### src/rtl/rca_pkg.sv
// -----------------------------------------------------------------------------
// rca_pkg
//
// Shared types and helpers for the multi-word ripple-carry add/subtract
// sequencer.
//
// Contents:
//   state_t : sequencer FSM states (2-bit encoding)
//               IDLE - waiting for an operand pair, in_ready high
//               RUN  - one DATA_WIDTH word pushed through the adder per cycle
//               DONE - result held on the output until the consumer takes it
//   idx_w() : width of the word index register for a given word count.
//             Always at least 1 bit so that NUM_WORDS=1 still has a legal
//             (constant zero) index register.
// -----------------------------------------------------------------------------
package rca_pkg;

    typedef enum logic [1:0] {
        IDLE = 2'd0,
        RUN  = 2'd1,
        DONE = 2'd2
    } state_t;

    function automatic int idx_w(input int num_words);
        int w;
        w = $clog2(num_words);
        return (w < 1) ? 1 : w;
    endfunction

endpackage

### src/rtl/rca_multiword_seq_rca.sv
// -----------------------------------------------------------------------------
// RCA_parame
//
// Purely combinational DATA_WIDTH-bit ripple-carry adder. This is the single
// narrow slice that the sequencer reuses once per word of a wide operation.
//
// Parameters:
//   DATA_WIDTH : bits per slice
//
// Ports:
//   a   in  DATA_WIDTH  addend word
//   b   in  DATA_WIDTH  addend word (already inverted by the caller for subtract)
//   ci  in  1           carry into bit 0
//   s   out DATA_WIDTH  sum word
//   co  out 1           carry out of the top bit
// -----------------------------------------------------------------------------
module RCA_parame #(
    parameter int DATA_WIDTH = 32
) (
    input  logic [DATA_WIDTH-1:0] a,
    input  logic [DATA_WIDTH-1:0] b,
    input  logic                  ci,
    output logic [DATA_WIDTH-1:0] s,
    output logic                  co
);

    // c[i] is the carry into bit i; c[DATA_WIDTH] leaves the slice.
    logic [DATA_WIDTH:0] c;

    assign c[0] = ci;

    genvar i;
    generate
        for (i = 0; i < DATA_WIDTH; i++) begin : g_bit
            logic p;
            assign p      = a[i] ^ b[i];
            assign s[i]   = p ^ c[i];
            assign c[i+1] = (a[i] & b[i]) | (p & c[i]);
        end
    endgenerate

    assign co = c[DATA_WIDTH];

endmodule

### src/rtl/rca_multiword_seq.sv
// -----------------------------------------------------------------------------
// rca_multiword_seq
//
// Multi-precision add/subtract sequencer. A wide operand pair
// (NUM_WORDS x DATA_WIDTH bits) is accepted in one handshake, then pushed
// through a single DATA_WIDTH ripple-carry slice one word per cycle, least
// significant word first, with the carry registered between words. The wide
// result is presented on a valid/ready output.
//
// Parameters:
//   DATA_WIDTH  : width of the shared adder slice
//   NUM_WORDS   : words per operand (>= 1)
//   TOTAL_WIDTH : DATA_WIDTH*NUM_WORDS (derived, not overridable)
//
// Ports:
//   clk        in   1            rising-edge clock
//   reset      in   1            synchronous, active-high
//   in_valid   in   1            operand request
//   in_ready   out  1            idle, operand pair can be accepted
//   in_a       in   TOTAL_WIDTH  operand A
//   in_b       in   TOTAL_WIDTH  operand B
//   in_ci      in   1            carry-in for add (ignored for subtract)
//   in_sub     in   1            1: compute A-B
//   out_valid  out  1            result available
//   out_ready  in   1            consumer takes the result
//   out_sum    out  TOTAL_WIDTH  result modulo 2^TOTAL_WIDTH
//   out_co     out  1            final carry-out (subtract: 1 = no borrow)
//   out_ovf    out  1            two's-complement overflow of the wide op
//   busy       out  1            FSM is not idle
//   state_dbg  out  2            raw FSM state for observation
//
// Handshakes: a transfer happens on a rising edge where valid and ready are
// both high. A source holds its valid (and data) steady until it sees ready;
// ready never depends combinationally on valid. in_ready is only high in
// IDLE, so one operation is in flight at a time.
// -----------------------------------------------------------------------------
module rca_multiword_seq #(
    parameter  int DATA_WIDTH  = 32,
    parameter  int NUM_WORDS   = 4,
    localparam int TOTAL_WIDTH = DATA_WIDTH * NUM_WORDS
) (
    input  logic                   clk,
    input  logic                   reset,
    input  logic                   in_valid,
    output logic                   in_ready,
    input  logic [TOTAL_WIDTH-1:0] in_a,
    input  logic [TOTAL_WIDTH-1:0] in_b,
    input  logic                   in_ci,
    input  logic                   in_sub,
    output logic                   out_valid,
    input  logic                   out_ready,
    output logic [TOTAL_WIDTH-1:0] out_sum,
    output logic                   out_co,
    output logic                   out_ovf,
    output logic                   busy,
    output logic [1:0]             state_dbg
);

    import rca_pkg::*;

    localparam int IDX_W = idx_w(NUM_WORDS);
    localparam logic [IDX_W-1:0] LAST_IDX = IDX_W'(NUM_WORDS - 1);

    // FSM and datapath state
    state_t                 state;
    logic [IDX_W-1:0]       idx;
    logic                   carry;
    logic [TOTAL_WIDTH-1:0] a_sh;     // operand A, shifted right one word per RUN cycle
    logic [TOTAL_WIDTH-1:0] b_sh;     // effective operand B (inverted for subtract), shifted likewise
    logic [TOTAL_WIDTH-1:0] sum_reg;
    logic                   co_reg;
    logic                   ovf_reg;
    logic                   valid_reg;
    logic                   ready_reg;
    logic                   busy_reg;

    // Adder slice signals
    logic [DATA_WIDTH-1:0]  rca_s;
    logic                   rca_co;
    logic                   last_word;
    logic                   word_ovf;

    // Operands are kept in right-shift registers, so the word being added is
    // always the bottom word: no wide index mux is needed.
    RCA_parame #(
        .DATA_WIDTH (DATA_WIDTH)
    ) u_rca (
        .a  (a_sh[DATA_WIDTH-1:0]),
        .b  (b_sh[DATA_WIDTH-1:0]),
        .ci (carry),
        .s  (rca_s),
        .co (rca_co)
    );

    assign last_word = (idx == LAST_IDX);

    // On the last word the bottom of the shift registers holds the most
    // significant word, so its top bit is the sign bit of the wide operand.
    assign word_ovf = (a_sh[DATA_WIDTH-1] == b_sh[DATA_WIDTH-1]) &&
                      (rca_s[DATA_WIDTH-1] != a_sh[DATA_WIDTH-1]);

    always_ff @(posedge clk) begin
        if (reset) begin
            state     <= IDLE;
            idx       <= '0;
            carry     <= 1'b0;
            a_sh      <= '0;
            b_sh      <= '0;
            sum_reg   <= '0;
            co_reg    <= 1'b0;
            ovf_reg   <= 1'b0;
            valid_reg <= 1'b0;
            ready_reg <= 1'b1;
            busy_reg  <= 1'b0;
        end else begin
            case (state)
                IDLE: begin
                    // ready_reg is high throughout IDLE, so in_valid alone
                    // completes the handshake here.
                    if (in_valid) begin
                        a_sh      <= in_a;
                        b_sh      <= in_sub ? ~in_b : in_b;
                        // Subtract is A + ~B + 1; the caller's carry-in is dropped.
                        carry     <= in_sub | in_ci;
                        idx       <= '0;
                        state     <= RUN;
                        ready_reg <= 1'b0;
                        busy_reg  <= 1'b1;
                    end
                end

                RUN: begin
                    // New sum word enters at the top; after NUM_WORDS shifts
                    // the first (least significant) word has reached bit 0.
                    sum_reg <= TOTAL_WIDTH'({rca_s, sum_reg} >> DATA_WIDTH);
                    carry   <= rca_co;
                    a_sh    <= a_sh >> DATA_WIDTH;
                    b_sh    <= b_sh >> DATA_WIDTH;
                    if (last_word) begin
                        idx       <= '0;
                        co_reg    <= rca_co;
                        ovf_reg   <= word_ovf;
                        valid_reg <= 1'b1;
                        state     <= DONE;
                    end else begin
                        idx <= idx + 1'b1;
                    end
                end

                DONE: begin
                    if (out_ready) begin
                        valid_reg <= 1'b0;
                        ready_reg <= 1'b1;
                        busy_reg  <= 1'b0;
                        state     <= IDLE;
                    end
                end

                default: begin
                    valid_reg <= 1'b0;
                    ready_reg <= 1'b1;
                    busy_reg  <= 1'b0;
                    state     <= IDLE;
                end
            endcase
        end
    end

    assign in_ready  = ready_reg;
    assign busy      = busy_reg;
    assign out_valid = valid_reg;
    assign out_sum   = sum_reg;
    assign out_co    = co_reg;
    assign out_ovf   = ovf_reg;
    assign state_dbg = state;

endmodule
### config.mk
export PLATFORM = sky130hd
export DESIGN_NAME = rca_multiword_seq
export DESIGN_NICKNAME = d
export VERILOG_FILES = /design/src/rtl/rca_pkg.sv /design/src/rtl/rca_multiword_seq_rca.sv /design/src/rtl/rca_multiword_seq.sv
export SDC_FILE = /design/constraint.sdc
export NUM_CORES = 1
export LEC_CHECK = 0
export BUFFER_PORTS_ARGS = -buffer_cell sky130_fd_sc_hd__clkbuf_2
export CAP_MARGIN = 10
export CORE_MARGIN = 2
export CORE_UTILIZATION = 45
export DETAILED_ROUTE_END_ITERATION = 10
export PLACE_DENSITY = 0.8
export SYNTH_ARGS = -nofsm -noshare
export SYNTH_HDL_FRONTEND = slang
export SYNTH_SLANG_ARGS = --single-unit
### constraint.sdc
create_clock -name clk -period 13.8 [get_ports clk]
set_input_delay 2.07 -clock clk [delete_from_list [all_inputs] [get_ports clk]]
set_output_delay 2.07 -clock clk [all_outputs]
set_load 0.03 [all_outputs]
* Word-level counts from Yosys, hierarchy flattened
Cells that the tools add are included.
Operators by class: add/sub/neg operators 1, equality and inequality tests 8, muxes and demuxes 22, bitwise gates (word level) 164, reduce and logical (&&, ||, !) cells 8
Operators with widths (number):
- 128-bit case mux with 2 select lines | 2
- 128-bit 2-to-1 mux | 3
- 128-bit inverter | 1
- 1-bit bitwise AND | 64
- 1-bit bitwise XOR | 64
- 1-bit bitwise OR | 33
- 2-bit 2-to-1 mux | 5
- 1-bit case mux with 3 select lines | 3
- 3-bit AND reduction | 3
- 1-bit 2-to-1 mux | 6
- 2-bit inequality test, second input constant | 3
- 2-bit case mux with 3 select lines | 1
- 2-bit equality test, second input constant | 2
- 2-bit case mux with 2 select lines | 1
- 2-bit AND reduction | 2
- 2-bit by 1-bit adder with 2-bit output, second input constant | 1
- 2-bit by 1-bit equality test with 1-bit output, second input constant | 1
- 2-bit zero test | 1
- 1-bit inverter | 2
- 1-bit case mux with 2 select lines | 1
- 2-bit nonzero test | 1
- 1-bit equality test | 1
- 1-bit logical AND | 1
- 1-bit inequality test | 1
Word-level totals: register bits 394, input bits 262, output and inout bits 135, word-level logic and storage cells 214

* Logic depth before layout (Yosys ltp)
Gate-level depths: netlist of the first run.
word-level depth 66, depth in mapped cells 38, depth with buffers taken out 38

* Hierarchy
Synthesis of the first run repeated with hierarchy kept, for this count alone.
Second synthesis, totals: cell total of the unflattened synthesis 1925, area total of the unflattened synthesis 16958.8 um2
Modules (own cells, without submodules):
- rca_multiword_seq | times used 1, cells each 1883, area each 16280.6 um2, seq. area each 7887.6 um2
- RCA_parame | times used 1, cells each 42, area each 678.2 um2, seq. area each 0.0 um2

* Worst setup path after synthesis of the first run
Ideal clock, no wire load.
path type reg-to-reg, start point register carry, end point register ovf_reg (netlist: out_ovf), library setup time 70 ps, data arrival time 12972 ps, data required time 13730 ps, setup slack 758 ps, stages on the path, launching flop included 39, buffers on the path 0, period minus slack after synthesis 13042 ps, path through dfxtp_1 inv_1 fa_1 inv_1 fa_1 fa_1 fa_1 fa_1 fa_1 fa_1 fa_1 fa_1 fa_1 fa_1 fa_1 fa_1 fa_1 fa_1 [... 3 more ...] fa_1 fa_1 fa_1 fa_1 fa_1 fa_1 fa_1 fa_1 fa_1 fa_1 fa_1 fa_1 fa_1 inv_1 fa_1 xor2_1 or3_1 a21oi_1
Between the ends: word-level cells in the longest chain between the ends 65
Ends and longest elaborated chain:
- start: declaration | RTL line rca_multiword_seq.sv:67 | logic carry;
- start signal: assignment | RTL line rca_multiword_seq.sv:124 | carry <= in_sub | in_ci;
- start signal: assignment | RTL line rca_multiword_seq.sv:136 | carry <= rca_co;
- 1-bit bitwise AND | RTL line rca_multiword_seq_rca.sv:38 | assign c[i+1] = (a[i] & b[i]) | (p & c[i]);
- 1-bit bitwise OR | RTL line rca_multiword_seq_rca.sv:38
- 1-bit bitwise AND | RTL line rca_multiword_seq_rca.sv:38
- 1-bit bitwise OR | RTL line rca_multiword_seq_rca.sv:38
- 1-bit bitwise AND | RTL line rca_multiword_seq_rca.sv:38
- 1-bit bitwise OR | RTL line rca_multiword_seq_rca.sv:38
- 1-bit bitwise AND | RTL line rca_multiword_seq_rca.sv:38
- 1-bit bitwise OR | RTL line rca_multiword_seq_rca.sv:38
- [... 49 more ...]
- 1-bit bitwise OR | RTL line rca_multiword_seq_rca.sv:38
- 1-bit bitwise AND | RTL line rca_multiword_seq_rca.sv:38
- 1-bit bitwise OR | RTL line rca_multiword_seq_rca.sv:38
- 1-bit bitwise AND | RTL line rca_multiword_seq_rca.sv:38
- 1-bit bitwise OR | RTL line rca_multiword_seq_rca.sv:38
- 1-bit bitwise XOR | RTL line rca_multiword_seq_rca.sv:37 | assign s[i] = p ^ c[i];
- 1-bit inequality test | RTL line rca_multiword_seq.sv:100 | (rca_s[DATA_WIDTH-1] != a_sh[DATA_WIDTH-1]);
- 1-bit logical AND | RTL line rca_multiword_seq.sv:99 | assign word_ovf = (a_sh[DATA_WIDTH-1] == b_sh[DATA_WIDTH-1]) &&
- end signal: assignment | RTL line rca_multiword_seq.sv:142 | ovf_reg <= word_ovf;
- end: declaration | RTL line rca_multiword_seq.sv:72 | logic ovf_reg;
No other way between the ends. A chain may end at the register's enable or synchronous reset.

* Final worst setup path of the first run
Same ends and word-level chain as after synthesis.

==> results of run 1 <==
-- worst max-delay path, delay by kind of cell (launching register included) --
family | cells | cell delay, ns
fa+ha+maj | 32 | 12.12
simple gates | 1 | 0.31
flops | 1 | 0.29
buf+inv | 3 | 0.24
xor+xnor | 1 | 0.16
compound gates | 1 | 0.15
-- per-layer routing --
metal  GRT usage [%]  part of all wire (%)
met5               0                     0
met3            3.64                   5.8
met4            11.0                   4.5
met2            40.9                    48
met1            31.5                    42
-- power breakdown --
part / internal, uW / total [uW] / switching (uW)
Combinational: 142 / 353 / 210
Sequential: 1210 / 1270 / 60.1
Clock: 697 / 1150 / 457
Total: 2050 / 2780 / 727
-- cells in the mapped netlist --
library cell	number	area (um^2)
dfxtp_1	394	7890
nand2_1	257	965
nor2_1	212	796
a21oi_1	134	671
clkbuf_1	97	364
a221o_1	96	961
xnor2_1	96	841
a211oi_1	88	661
o22ai_1	88	551
a22o_1	46	403
buf_2	41	205
xor2_1	33	289
fa_1	32	641
a22oi_1	27	203
buf_1	12	45.0
inv_1	9	33.8
buf_6	7	78.8
a21o_1	6	45.0
a221oi_1	3	26.3
ha_1	2	25.0
inv_2	2	7.51
nand2b_1	2	12.5
nor2b_1	2	12.5
o21bai_1	2	15.0
o2bb2ai_1	2	17.5
or3_1	2	12.5
a2bb2oi_1	1	8.76
a311oi_1	1	8.76
buf_4	1	7.51
clkbuf_2	1	5.00
nand3b_1	1	7.51
nor2_4	1	11.3
nor3_1	1	5.00
nor3b_1	1	7.51
nor3b_2	1	12.5
nor4b_4	1	23.8
o21ai_0	1	5.00
o21ba_2	1	10.0
o41ai_1	1	8.76
or2_2	1	6.26
or4b_4	1	13.8
-- cell usage in the layout, fill, tap and decap left out, types with 8 or more instances in the layout --
| cell | instances |
|---|---|
| o22ai_1 | 88 |
| clkbuf_8 | 12 |
| fa_1 | 24 |
| a22oi_1 | 27 |
| clkbuf_2 | 394 |
| xnor2_1 | 96 |
| a22o_1 | 46 |
| buf_4 | 14 |
| nor2_1 | 212 |
| xor2_1 | 33 |
| clkbuf_16 | 42 |
| dfxtp_1 | 394 |
| a211oi_1 | 88 |
| nand2_1 | 257 |
| a21oi_1 | 134 |
| a221o_1 | 96 |
| inv_1 | 9 |
| fa_2 | 8 |
-- metrics by stage --
step,util (%),power (uW),hold WS [ns]
3_5_place_dp,51.6,1650,0.439
3_3_place_gp,51.6,1640,0.439
2_1_floorplan,-,1520,0.426
4_1_cts,55.7,2790,0.453
5_1_grt,55.8,2890,0.468
6_report,55.8,2780,0.450
-- timing repair --
action / CTS / global route
resized for setup: 0 / 8
setup endpoints to repair: 0 / 2
setup buffers: 0 / 0
-- final cells by class --
class                   count  area [um^2]
clock buffers              60         1230
clock inverters            15          203
fillers                  3110        15300
inverters                  11         41.3
multi-input cells        1143         7330
flip-flops and latches    394         7890
well taps                 455          569
repair buffers            411         2110
-- worst paths after layout --
check,from,endpoint,slack [ns],cells past startpoint
hold / removal,a_sh[91]$_SDFFE_PP0P_,a_sh[91]$_SDFFE_PP0P_,0.45,1
hold reg to reg,a_sh[91]$_SDFFE_PP0P_,a_sh[91]$_SDFFE_PP0P_,0.45,1
setup reg to reg,carry$_SDFFE_PP0P_,out_ovf$_SDFFE_PP0P_,0.41,38
setup / recovery,carry$_SDFFE_PP0P_,out_ovf$_SDFFE_PP0P_,0.41,38
-- logic make-up after synthesis --
group	count (synthesis)	synth area share, %
and+or+nand+nor	483	11.9
buffers and inverters	170	4.70
xor gates and xnor gates	129	7.10
DFF	394	49.6
adders and majority gates	34	4.18
AOI/OAI and AO/OA	497	22.6
==> results.sh, run 1 <==
export IMPL_finClkSkew_ns=0.0147
export IMPL_critPathMaxStageDelay_ns=0.44
export IMPL_postRouteAntennaNets=0
export IMPL_cts_sinks=394
export IMPL_setup_worst_path_start_class="register"
export IMPL_final_nets=2299
export IMPL_dp_hpwl_um=32600
export IMPL_cp_max_fo=2
export IMPL_fin_tns_setup_ns=0
export IMPL_area_growth_pct=21.8
export IMPL_syn_cell_area_um2=15900
export IMPL_crit_top_cell="fa_1"
export IMPL_first_iter_violations=806
export IMPL_drt_pass1_iter_count=5
export IMPL_min_delay_path_class="register to register"
export IMPL_insertion_delay_ns=0.53
export IMPL_critPathKind="register to register"
export IMPL_grt_total_usage_pct=24.5
export IMPL_finalSetupViolCount=0
export IMPL_end_kind="register"
export IMPL_grt_pass1_wl_um=71700
export IMPL_hold_viol_final=0
export IMPL_placed_area_um2=17900
export IMPL_synth_seq_cells=394
export IMPL_gp_congestion=0.854
export IMPL_drive_above_1_share_pct=24.6
export IMPL_route_detailed_drc=0
export IMPL_grt_max_degree=102
export IMPL_routed_wl_um=46600
export IMPL_cts_tree="yes"
export IMPL_io_pins=397
export IMPL_clock_root_buffer="clkbuf_16"
export IMPL_worstPathArrival_ns=13.84
export IMPL_cp_required_ns=14.24
export IMPL_cts_buffer_depth=3
export IMPL_slew_headroom_pct=19.2
export IMPL_postSynthCellCount=1707
export IMPL_dieArea_um2=36900
export IMPL_htree_levels=2
export IMPL_syn_nets=2003
export IMPL_globalRouteOverflowTotal=0
export IMPL_row_count=68
export IMPL_die_height_um=192
export IMPL_cts_made_buffers=42
export IMPL_syn_area_per_cell_um2=9.32
export IMPL_start_util_pct=45.8
export IMPL_routedWlPerCell_um=18.7
export IMPL_grt_pass1_vias=13200
export IMPL_fin_cells=2489
export IMPL_dieWidth_um=192
export IMPL_viasPerCell=5.51
export IMPL_yosysWarnings=0
export IMPL_rsz0062_at_grt="false"
export IMPL_tightest_slew_ns=1.21
export IMPL_drv_slew=0
export IMPL_pre_cts_ws_ns=0.0635
export IMPL_cts_clk_slew_worst_paths_ns=0.06
export IMPL_p_leak_uw=0.00804
export IMPL_setup_ws_ns=0.409
export IMPL_finalCritPeriodShare_pct=97.0
export IMPL_ys_types=41
export IMPL_diodes=0
export IMPL_cap_violations=0
export IMPL_worst_ir_drop_vdd_uv=95.1
export IMPL_p_per_area_nw_per_um2=144
export IMPL_finalCriticalPeriod_ns=13.39
export IMPL_fmax_ghz=0.0747
export IMPL_fin_area_um2=19400
export IMPL_crit_path_top_delay_cell="fa_1"
export IMPL_ctsHoldBuffers=0
export IMPL_yosysSeqAreaShare_pct=49.6
export IMPL_port_buffers=396
export IMPL_core_um2=34700
export IMPL_placedCellCount=2413
export IMPL_status="finished, final reports clean"
export IMPL_vias=13700
export IMPL_grt_antenna_before_repair=0
No activity file was read; power rests on OpenSTA's default activity.
==> run 2: changes to the inputs <==
REMOVE_ABC_BUFFERS = 1   (was unset)
==> run 2 against run 1 <==
Sequential share of layout area barely moved. Clock power barely moved. Combinational power is essentially flat. Wire length grew 1.1%. Die area unchanged. Clock skew increased by 0.0024 ns. Sequential power about the same. Hold slack better by 0.0038 ns. Final area hardly changed. Critical endpoint unchanged. Largest power group unchanged.
==> results.sh, run 2 (synthesis results as in run 1) <==
export IMPL_cts_tree="yes"
export IMPL_dp_hpwl_um=30200
export IMPL_setup_ws_ns=0.440
export IMPL_dieArea_um2=36900
export IMPL_vias=14000
export IMPL_end_kind="register"
export IMPL_crit_top_cell="fa_1"
export IMPL_cap_violations=0
export IMPL_wl_met2_um=22600
export IMPL_cp_max_fo=2
export IMPL_pre_cts_ws_ns=-0.236
export IMPL_htree_levels=2
export IMPL_gp_congestion=0.847
export IMPL_finClkSkew_ns=0.0170
export IMPL_cts_sinks=394
export IMPL_insertion_delay_ns=0.54
export IMPL_total_power_uw=2750
export IMPL_drt_pass1_iter_count=5
export IMPL_worst_ir_drop_vdd_uv=94.3
export IMPL_routed_wl_um=47200
export IMPL_critPathMaxStageDelay_ns=0.45
export IMPL_hold_viol_final=0
export IMPL_cts_made_buffers=41
export IMPL_tightest_slew_ns=1.19
export IMPL_grt_antenna_before_repair=4
export IMPL_start_util_pct=45.8
export IMPL_critPathKind="register to register"
export IMPL_mostFrequentLayoutCells="dfxtp_1, clkbuf_2, nand2_1, nor2_1, a21oi_1"
export IMPL_crit_path_top_delay_cell="fa_1"
export IMPL_route_met3_wl_um=3240
export IMPL_grt_max_degree=102
export IMPL_setup_worst_path_start_class="register"
export IMPL_dieWidth_um=192
export IMPL_core_um2=34700
export IMPL_port_buffers=396
export IMPL_clock_root_buffer="clkbuf_16"
export IMPL_cts_clk_slew_worst_paths_ns=0.06
export IMPL_first_iter_violations=826
export IMPL_finalCriticalPeriod_ns=13.36
export IMPL_drive_above_1_share_pct=24.4
export IMPL_cp_required_ns=14.25
export IMPL_finalSetupViolCount=0
export IMPL_postRouteAntennaNets=0
export IMPL_grt_pass1_vias=13400
export IMPL_drv_slew=0
export IMPL_slew_headroom_pct=20.9
export IMPL_viasPerCell=5.61
export IMPL_cts_setup_buffers=0
export IMPL_placedCellCount=2416
export IMPL_io_pins=397
export IMPL_p_leak_uw=0.00801
export IMPL_m1WireLength_um=19400
export IMPL_final_nets=2300
export IMPL_min_delay_path_class="register to register"
export IMPL_fin_tns_setup_ns=0
export IMPL_globalRouteOverflowTotal=0
export IMPL_row_count=68
export IMPL_route_detailed_drc=0
export IMPL_fmax_ghz=0.0748
export IMPL_finalCritPeriodShare_pct=96.8
export IMPL_grt_pass1_wl_um=72200
export IMPL_routedWlPerCell_um=18.9
export IMPL_area_growth_pct=21.7
export IMPL_hold_slack_ns=0.454
export IMPL_status="finished, final reports clean"
export IMPL_dr_max_layer_used="met4"
export IMPL_cts_buffer_depth=3
export IMPL_worstPathArrival_ns=13.81
export IMPL_fin_cells=2494
export IMPL_die_height_um=192
export IMPL_p_per_area_nw_per_um2=142
export IMPL_grt_total_usage_pct=24.6
[run 2: changes by cell type in the layout (fill, tap and decap cells not counted), sizes merged]
cell,delta
buf,+2
clkbuf,+3
clkinv,-2
clkinvlp,-1
diode,+6
inv,-3
[run 2: what timing repair did]
action / CTS / global route
hold buffers: 0 / 0
endpoints found under the setup margin: 1 / 1
resized for setup: 5 / 7
[run 2: worst paths after layout]
path	from	end	slack [ns]	cells past startpoint
max	carry$_SDFFE_PP0P_	out_ovf$_SDFFE_PP0P_	0.44	38
min	a_sh[82]$_SDFFE_PP0P_	a_sh[82]$_SDFFE_PP0P_	0.45	1
max reg2reg	carry$_SDFFE_PP0P_	out_ovf$_SDFFE_PP0P_	0.44	38
min reg2reg	a_sh[82]$_SDFFE_PP0P_	a_sh[82]$_SDFFE_PP0P_	0.45	1
[run 2: worst max-delay path: cells and delay by family (launching register included)]
family / cells / cell delay (ns)
AOI/OAI and AO/OA: 1 / 0.13
xor gates and xnor gates: 1 / 0.16
adders and majority gates: 32 / 12.13
buffers and inverters: 3 / 0.25
DFF: 1 / 0.30
and+or+nand+nor: 1 / 0.30
[run 2: power by group]
part	leakage [uW]	switching [uW]	internal [uW]
registers	0.00323	56.0	1210
clock network	0.000663	450	678
logic	0.00412	209	143
total	0.00801	715	2040
[run 2: final cells by class]
type	count	area, um^2
Inverter	11	43.8
Fill cell	3009	15400
Timing Repair Buffer	413	2120
Multi-Input combinational cell	1143	7360
Tap cell	455	569
Clock buffer	63	1210
Antenna cell	6	15.0
Clock inverter	9	151
Sequential cell	394	7890
[run 2: per-stage QoR]
step / area, um^2 / utilization (%)
6_report: 19400 / 55.8
5_1_grt: 19400 / 55.8
4_1_cts: 19300 / 55.7
3_5_place_dp: 18000 / 51.7
3_3_place_gp: 18000 / 51.7
2_1_floorplan: 15200 / -
[run 2: per-layer routing]
metal,vias to the layer above,GRT usage (%)
met5,-,0
met1,6686,31.5
met2,588,39.9
met3,117,5.01
li1,6604,-
met4,0,11.5
